`config.mk`:
```
export PLATFORM = sky130hd
export DESIGN_NAME = vga_timing_gen_flat
export DESIGN_NICKNAME = d
export VERILOG_FILES = /design/src/rtl/vga_timing_gen_if.sv /design/src/rtl/vga_timing_gen.sv /design/src/flat_wrapper.sv
export SDC_FILE = /design/constraint.sdc
export NUM_CORES = 1
export LEC_CHECK = 0
export CORE_MARGIN = 1
export CORE_UTILIZATION = 49
export CTS_CLUSTER_DIAMETER = 50
export CTS_CLUSTER_SIZE = 28
export DETAILED_ROUTE_END_ITERATION = 8
export GPL_TIMING_DRIVEN = 0
export PLACE_DENSITY = 0.8
export SYNTH_ARGS = -nofsm -noshare
export SYNTH_HDL_FRONTEND = slang
export SYNTH_SLANG_ARGS = --single-unit
```
`constraint.sdc`:
```
create_clock -name clk -period 3.2 [get_ports clk]
set_clock_uncertainty 0.15 [all_clocks]
set_input_delay 0.64 -clock clk [delete_from_list [all_inputs] [get_ports clk]]
set_output_delay 0.64 -clock clk [all_outputs]
set_load 0.02 [all_outputs]
```
`src/rtl/vga_timing_gen_if.sv`:
```
`default_nettype none
// ============================================================================
// Module   : vga_timing_gen_if
// Purpose  : Raster timing bundle between the timing source and the pixel
//            generators / VGA connector.
// Ports    : ce           count enable, driven by the consumer side
//            hcount[10:0] current pixel column
//            vcount[9:0]  current line
//            hsync/vsync  sync levels, polarity set by the generator
//            blank        1 outside the visible area
//            line_start   1-cycle pulse when hcount wraps to 0
//            frame_start  1-cycle pulse when (hcount,vcount) wraps to (0,0)
//            frame_count  frames completed since reset
//            pixel[23:0]  test-pattern RGB
// Modports : master = timing generator, slave = consumer
// Revision : 1.0 - initial release
// ============================================================================
interface vga_timing_gen_if;
  logic        ce;
  logic [10:0] hcount;
  logic [9:0]  vcount;
  logic        hsync;
  logic        vsync;
  logic        blank;
  logic        line_start;
  logic        frame_start;
  logic [15:0] frame_count;
  logic [23:0] pixel;

  modport master (
    input  ce,
    output hcount, vcount, hsync, vsync, blank,
    output line_start, frame_start, frame_count, pixel
  );

  modport slave (
    output ce,
    input  hcount, vcount, hsync, vsync, blank,
    input  line_start, frame_start, frame_count, pixel
  );
endinterface
`default_nettype wire

```
`src/rtl/vga_timing_gen.sv`:
```
`default_nettype none
// ============================================================================
// Module   : vga_timing_gen
// Purpose  : Video raster timing source. Produces hcount/vcount, sync levels,
//            blanking, line/frame pulses, a frame counter and an optional
//            colour-bar test pattern. Every output is registered and
//            describes the (hcount,vcount) presented in the same cycle.
// Ports    : clk      pixel clock
//            reset_n  asynchronous active-low reset; release is expected
//                     to be synchronous to clk
//            vif      vga_timing_gen_if.master (ce in, raster stream out)
// Options  : VGA_TIMING_TESTPAT_EN - when defined, pixel carries 8 vertical
//            colour bars; otherwise pixel is tied to zero.
// Revision : 1.0 - initial release
// ============================================================================
module vga_timing_gen #(
  parameter int H_ACTIVE = 1024,
  parameter int H_FP     = 24,
  parameter int H_SYNC   = 136,
  parameter int H_BP     = 160,
  parameter int V_ACTIVE = 768,
  parameter int V_FP     = 3,
  parameter int V_SYNC   = 6,
  parameter int V_BP     = 29,
  parameter bit SYNC_POL = 1'b0
) (
  input  wire logic       clk,
  input  wire logic       reset_n,
  vga_timing_gen_if.master vif
);

  localparam int c_H_TOTAL = H_ACTIVE + H_FP + H_SYNC + H_BP;
  localparam int c_V_TOTAL = V_ACTIVE + V_FP + V_SYNC + V_BP;

  localparam logic [10:0] c_H_LAST     = 11'(c_H_TOTAL - 1);
  localparam logic [10:0] c_H_ACT      = 11'(H_ACTIVE);
  localparam logic [10:0] c_HS_START   = 11'(H_ACTIVE + H_FP);
  localparam logic [10:0] c_HS_END     = 11'(H_ACTIVE + H_FP + H_SYNC);
  localparam logic [9:0]  c_V_LAST     = 10'(c_V_TOTAL - 1);
  localparam logic [9:0]  c_V_ACT      = 10'(V_ACTIVE);
  localparam logic [9:0]  c_VS_START   = 10'(V_ACTIVE + V_FP);
  localparam logic [9:0]  c_VS_END     = 10'(V_ACTIVE + V_FP + V_SYNC);

  logic [10:0] r_hcount;
  logic [9:0]  r_vcount;
  logic        r_hsync;
  logic        r_vsync;
  logic        r_blank;
  logic        r_line_start;
  logic        r_frame_start;
  logic [15:0] r_frame_count;
  logic [23:0] r_pixel;

  logic [10:0] w_h_next;
  logic [9:0]  w_v_next;
  logic        w_line_wrap;
  logic        w_frame_wrap;
  logic        w_hsync_act;
  logic        w_vsync_act;
  logic        w_blank_next;
  logic [23:0] w_pixel_next;

  // Next raster position; only meaningful when ce is high.
  always_comb begin
    w_h_next     = r_hcount + 11'd1;
    w_v_next     = r_vcount;
    w_line_wrap  = 1'b0;
    w_frame_wrap = 1'b0;
    if (r_hcount == c_H_LAST) begin
      w_h_next    = 11'd0;
      w_line_wrap = 1'b1;
      if (r_vcount == c_V_LAST) begin
        w_v_next     = 10'd0;
        w_frame_wrap = 1'b1;
      end else begin
        w_v_next = r_vcount + 10'd1;
      end
    end
  end

  // Levels are decoded from the next position so that, once registered,
  // they line up with the counters shown in the same cycle.
  always_comb begin
    w_hsync_act  = (w_h_next >= c_HS_START) && (w_h_next < c_HS_END);
    w_vsync_act  = (w_v_next >= c_VS_START) && (w_v_next < c_VS_END);
    w_blank_next = (w_h_next >= c_H_ACT) || (w_v_next >= c_V_ACT);
  end

`ifdef VGA_TIMING_TESTPAT_EN
  localparam int c_BAR_W = H_ACTIVE / 8;

  logic [10:0] w_bar_idx;

  always_comb begin
    w_bar_idx    = w_h_next / 11'(c_BAR_W);
    w_pixel_next = 24'h000000;
    if (!w_blank_next) begin
      case (w_bar_idx)
        11'd0:   w_pixel_next = 24'hFFFFFF;
        11'd1:   w_pixel_next = 24'hFFFF00;
        11'd2:   w_pixel_next = 24'h00FFFF;
        11'd3:   w_pixel_next = 24'h00FF00;
        11'd4:   w_pixel_next = 24'hFF00FF;
        11'd5:   w_pixel_next = 24'hFF0000;
        11'd6:   w_pixel_next = 24'h0000FF;
        default: w_pixel_next = 24'h000000;
      endcase
    end
  end
`else
  assign w_pixel_next = 24'h000000;
`endif

  // With ce low everything holds, including the levels latched at reset,
  // so a frozen raster never changes any output; only the pulses drop.
  always_ff @(posedge clk or negedge reset_n) begin
    if (!reset_n) begin
      r_hcount      <= 11'd0;
      r_vcount      <= 10'd0;
      r_hsync       <= ~SYNC_POL;
      r_vsync       <= ~SYNC_POL;
      r_blank       <= 1'b0;
      r_line_start  <= 1'b0;
      r_frame_start <= 1'b0;
      r_frame_count <= 16'd0;
      r_pixel       <= 24'h000000;
    end else if (vif.ce) begin
      r_hcount      <= w_h_next;
      r_vcount      <= w_v_next;
      r_hsync       <= w_hsync_act ? SYNC_POL : ~SYNC_POL;
      r_vsync       <= w_vsync_act ? SYNC_POL : ~SYNC_POL;
      r_blank       <= w_blank_next;
      r_line_start  <= w_line_wrap;
      r_frame_start <= w_frame_wrap;
      r_pixel       <= w_pixel_next;
      if (w_frame_wrap) begin
        r_frame_count <= r_frame_count + 16'd1;
      end
    end else begin
      r_line_start  <= 1'b0;
      r_frame_start <= 1'b0;
    end
  end

  assign vif.hcount      = r_hcount;
  assign vif.vcount      = r_vcount;
  assign vif.hsync       = r_hsync;
  assign vif.vsync       = r_vsync;
  assign vif.blank       = r_blank;
  assign vif.line_start  = r_line_start;
  assign vif.frame_start = r_frame_start;
  assign vif.frame_count = r_frame_count;
  assign vif.pixel       = r_pixel;

endmodule
`default_nettype wire

```
`src/flat_wrapper.sv`:
```
// flat-port wrapper written by rule: the top's interface ports become plain ports
module vga_timing_gen_flat 
#(
  parameter int H_ACTIVE = 1024,
  parameter int H_FP     = 24,
  parameter int H_SYNC   = 136,
  parameter int H_BP     = 160,
  parameter int V_ACTIVE = 768,
  parameter int V_FP     = 3,
  parameter int V_SYNC   = 6,
  parameter int V_BP     = 29,
  parameter bit SYNC_POL = 1'b0
)
  (clk, reset_n, vif_ce, vif_hcount, vif_vcount, vif_hsync, vif_vsync, vif_blank, vif_line_start, vif_frame_start, vif_frame_count, vif_pixel);
  vga_timing_gen_if vif_i ();
  input  wire logic clk;
  input  wire logic reset_n;
  input wire logic [$bits(vif_i.ce)-1:0] vif_ce;
  output wire logic [$bits(vif_i.hcount)-1:0] vif_hcount;
  output wire logic [$bits(vif_i.vcount)-1:0] vif_vcount;
  output wire logic [$bits(vif_i.hsync)-1:0] vif_hsync;
  output wire logic [$bits(vif_i.vsync)-1:0] vif_vsync;
  output wire logic [$bits(vif_i.blank)-1:0] vif_blank;
  output wire logic [$bits(vif_i.line_start)-1:0] vif_line_start;
  output wire logic [$bits(vif_i.frame_start)-1:0] vif_frame_start;
  output wire logic [$bits(vif_i.frame_count)-1:0] vif_frame_count;
  output wire logic [$bits(vif_i.pixel)-1:0] vif_pixel;
  assign vif_i.ce = vif_ce;
  assign vif_hcount = vif_i.hcount;
  assign vif_vcount = vif_i.vcount;
  assign vif_hsync = vif_i.hsync;
  assign vif_vsync = vif_i.vsync;
  assign vif_blank = vif_i.blank;
  assign vif_line_start = vif_i.line_start;
  assign vif_frame_start = vif_i.frame_start;
  assign vif_frame_count = vif_i.frame_count;
  assign vif_pixel = vif_i.pixel;
  vga_timing_gen #(.H_ACTIVE(H_ACTIVE), .H_FP(H_FP), .H_SYNC(H_SYNC), .H_BP(H_BP), .V_ACTIVE(V_ACTIVE), .V_FP(V_FP), .V_SYNC(V_SYNC), .V_BP(V_BP), .SYNC_POL(SYNC_POL)) u_core (.clk(clk), .reset_n(reset_n), .vif(vif_i));
endmodule
```
==> PnR_summary.wiki <==
{| class="wikitable"
! Metric !! Value
|-
| Result of the run || finished, final reports clean
|-
| Number of max-slew violations in the final report || 0
|-
| Sw power || 448 uW
|-
| Pre-antenna DRT Iters || 4
|-
| Detailed-route DRC error count || 0
|-
| Std cell rows || 26
|-
| Die span in x || 76.0 um
|-
| Number of synthesized flops with an enable pin || 0
|-
| Global Route Usage Sum || between 20% and 30%
|-
| Library cells used by synthesis || 52
|-
| Max transition margin || a little under two thirds
|-
| Number of flip-flops and latches in the synthesized netlist || 42
|-
| Net count, final || around 380
|-
| Die Area || between 0.005 and 0.006 sq mm
|-
| Maximum frequency from static timing analysis || ~380 MHz
|-
| H-tree level count || 2
|-
| Critical path startpoint category || register
|-
| Max capacitance violation total || 0
|-
| Remaining global-route overflow || 0
|-
| Share of final-layout standard cells stronger than drive strength 1 || 15.4%
|-
| Launching instance or port of the critical path || u_core.vif.hcount[0]
|-
| Number of global-route vias before repair || about 2300
|-
| Worst Reg2Reg Path Length in Cells || 9
|-
| Yosys synthesis warning count || 0
|-
| Number of nets with antenna violations after detailed routing || 0
|-
| Setup Crit Path Kind || reg -> reg
|-
| Number of DRC markers after the initial detailed-route iteration || roughly 140
|-
| Fin cells || between 400 and 500
|-
| Part of the power in registers || between 40 and 50%
|-
| Global placement routability congestion || 0.938
|-
| Clock transition at the register clock pins on the worst setup and hold paths after CTS || ~90 ps
|-
| Largest net degree at the start of global routing || 23
|-
| Sum of negative setup slack || 0 ps
|-
| Arr. time, crit path || 2620 ps
|-
| Hold buffers post-CTS || 0
|-
| Total power per unit cell area || between 400 and 500 mW/mm^2
|-
| Area of the core || 0.00520 sq mm
|-
| Final critical path time including I/O delays and setup || 2610 ps
|-
| Unrepaired setup endpoints after global routing || false
|-
| Post-Syn Instances || ~300
|-
| Count of buffers from port buffering || 43
|-
| Effective utilization at floorplan || about half
|-
| DRT Wirelength || ~5800 um
|-
| CTS tree || built
|-
| Number of antenna violations at the first check in global routing || 0
|-
| Global-route wire length before repair || ~10000 um
|-
| Detail-routed net length per standard cell || 13.1 um
|-
| Root Driver || sky130_fd_sc_hd__clkbuf_8
|-
| Beginning of the worst register-to-register path || u_core.vif.hcount[0]
|-
| Deepest clock path buffer count || 2
|-
| Fraction of power consumed by combinational cells || 25.3%
|-
| Internal power || around 950 uW
|-
| Highest fanout seen on the critical path || 10
|-
| CTS-repair resized insts || 0
|-
| Sw Ratio || between 30% and 40%
|-
| Number of CTS-inserted buffers || 5
|-
| Number of antenna cells inserted || 0
|-
| Class of the tightest hold or removal check || in -> async
|-
| Worst reg-to-reg setup slack || 590 ps
|-
| Layout-stage area growth over the synthesis result || 27.6%
|-
| Critical R2R Capture || u_core.vif.blank
|-
| I/O pin total || between 60 and 70
|-
| Critical path capture point type || register
|-
| Die boundary height || 76.0 um
|-
| Slew @ Worst Pin || between 500 and 600 ps
|-
| Average via count per standard cell || between 5 and 6
|-
| Average cell area after synthesis || between 8 and 9 sq um
|-
| Clk_lat worst skew || roughly 300 ps
|-
| Clock network fraction of total power || between 30 and 40%
|-
| Finish-stage setup viols || 0
|-
| Share of the yosys chip area belonging to registers || between 30 and 40%
|-
| Vias post-DR || between 2000 and 2500
|-
| Count of final hold-check violations || 0
|-
| CTS Sinks || 42
|-
| Combined area of all synthesized cells || between 0.002 and 0.003 sq mm
|-
| Required time of the critical path || roughly 3200 ps
|-
| Final clock period utilization by the worst path || about 80%
|-
| Number of buffers inserted by post-CTS setup repair || 0
|-
| Detail Placement HPWL || between 4000 and 5000 um
|-
| Total leakage power || 1.50 nW
|-
| Peak supply drop || around 0.34 mV
|-
| Most used DFF post-synth || sky130_fd_sc_hd__dfrtp_1
|-
| Placed cells || between 400 and 500
|-
| Share of synthesized flip-flops with an asynchronous set or reset || 100%
|}
==> power by group through the flow <==
stage / Sequential, mW / Clock, mW / Combinational (mW)
after floorplan: 0.662 / 0 / 0.192
after global placement: 0.628 / 0 / 0.343
after detailed placement: 0.628 / 0 / 0.353
after CTS: 0.618 / 0.438 / 0.355
after global routing: 0.626 / 0.456 / 0.381
final: 0.619 / 0.428 / 0.355
==> synthesized netlist by cell type, types with 6 or more instances <==
cell type                  number  area (sq um)
sky130_fd_sc_hd__nand2_1       43           161
sky130_fd_sc_hd__dfrtp_1       40          1000
sky130_fd_sc_hd__buf_4         27           203
sky130_fd_sc_hd__nor2_1        21          78.8
sky130_fd_sc_hd__nand3_1       16          80.1
sky130_fd_sc_hd__o21ai_0       15          75.1
sky130_fd_sc_hd__xnor2_1       15           131
sky130_fd_sc_hd__a21oi_1       14          70.1
sky130_fd_sc_hd__clkbuf_1       9          33.8
sky130_fd_sc_hd__inv_1          8          30.0
sky130_fd_sc_hd__xor2_1         7          61.3
sky130_fd_sc_hd__nor3_1         6          30.0
==> per-stage QoR <==
step | util (%) | total power [mW] | cell area [sq um] | hold WS [ps] | worst slack, ps
floorplan | - | 0.854 | 2770 | 194 | 788
global placement | 63.2 | 0.971 | 3290 | 312 | 276
detailed placement | 63.6 | 0.981 | 3310 | 318 | 602
CTS | 65.8 | 1.41 | 3430 | 189 | 589
global route | 65.8 | 1.46 | 3430 | 207 | 381
finish | 65.8 | 1.40 | 3430 | 162 | 588
==> cell families (layout without fill, tap and decap cells) <==
| kind of cell | after synthesis | after routing | synth area share (%) |
|---|---|---|---|
| compound gates | 55 | 55 | 13.1 |
| xor+xnor | 22 | 22 | 7.18 |
| fa+ha+maj | 5 | 5 | 2.33 |
| buf+inv | 48 | 100 | 10.7 |
| flops | 42 | 42 | 39.2 |
| mux | 6 | 6 | 2.42 |
| other cells | 1 | 24 | 0.140 |
| simple gates | 122 | 122 | 24.9 |
==> worst max path at each step <==
stage                      endpoint  slack, ps  depth (start not counted)
3_3_place_gp   u_core.vif.hcount[8]        280                          1
4_1_cts            u_core.vif.blank        590                          9
6_report           u_core.vif.blank        590                          9
2_1_floorplan      u_core.vif.blank        790                          9
5_1_grt            u_core.vif.blank        380                          9
3_5_place_dp       u_core.vif.blank        600                          9
==> registers in the layout, indices dropped and copies added, names as in the netlist <==
| name | flops |
|---|---|
| u_core.vif.line_start | 1 |
| u_core.vif.hcount | 11 |
| u_core.vif.vcount | 10 |
| u_core.vif.frame_count | 16 |
| u_core.vif.frame_start | 1 |
| u_core.vif.hsync | 1 |
| u_core.vif.vsync | 1 |
| u_core.vif.blank | 1 |
==> worst max-delay path: stages (launching register included) <==
cell and delay [ps]:
sky130_fd_sc_hd__dfrtp_1 480, sky130_fd_sc_hd__ha_1 310, sky130_fd_sc_hd__and4_1 210, sky130_fd_sc_hd__buf_4 150, sky130_fd_sc_hd__nand4_4 160, sky130_fd_sc_hd__buf_2 250, sky130_fd_sc_hd__o41ai_1 360, sky130_fd_sc_hd__o21ai_1 150
sky130_fd_sc_hd__a21oi_1 180, sky130_fd_sc_hd__a21oi_1 80
==> layout by cell type (no fill, tap or decap), types with 4 or more instances in the layout <==
| cell type | count |
|---|---|
| sky130_fd_sc_hd__inv_1 | 8 |
| sky130_fd_sc_hd__clkbuf_1 | 9 |
| sky130_fd_sc_hd__nand4_1 | 5 |
| sky130_fd_sc_hd__conb_1 | 24 |
| sky130_fd_sc_hd__o31ai_1 | 5 |
| sky130_fd_sc_hd__o21ai_0 | 15 |
| sky130_fd_sc_hd__nor3_1 | 6 |
| sky130_fd_sc_hd__clkbuf_8 | 5 |
| sky130_fd_sc_hd__a21oi_1 | 14 |
| sky130_fd_sc_hd__xor2_1 | 7 |
| sky130_fd_sc_hd__dfrtp_1 | 40 |
| sky130_fd_sc_hd__nor2_1 | 21 |
| sky130_fd_sc_hd__nand3_1 | 16 |
| sky130_fd_sc_hd__ha_1 | 5 |
| sky130_fd_sc_hd__buf_2 | 4 |
| sky130_fd_sc_hd__mux2_2 | 4 |
| sky130_fd_sc_hd__clkdlybuf4s50_1 | 42 |
| sky130_fd_sc_hd__nand2_1 | 43 |
| sky130_fd_sc_hd__and4_1 | 4 |
| sky130_fd_sc_hd__buf_4 | 27 |
| sky130_fd_sc_hd__a31oi_1 | 5 |
| sky130_fd_sc_hd__xnor2_1 | 15 |
==> area by class of cell <==
class	instances	area, sq um
clock buffers	5	68.8
inverters	8	30.0
plain buffers	40	256
multi-input cells	234	1430
flip-flops and latches	42	1050
clock inverters	3	45.0
well taps	70	87.6
repair buffers	44	453
fillers	454	1780
==> layer usage <==
layer	up-vias	GRT usage [%]	wire length, um
met5	-	0	0
met4	0	8.46	85
met3	11	4.07	309
met2	95	36.6	2840
met1	1102	26.7	2610
li1	1155	-	-
Note: power is estimated with default switching activity, not from simulation.
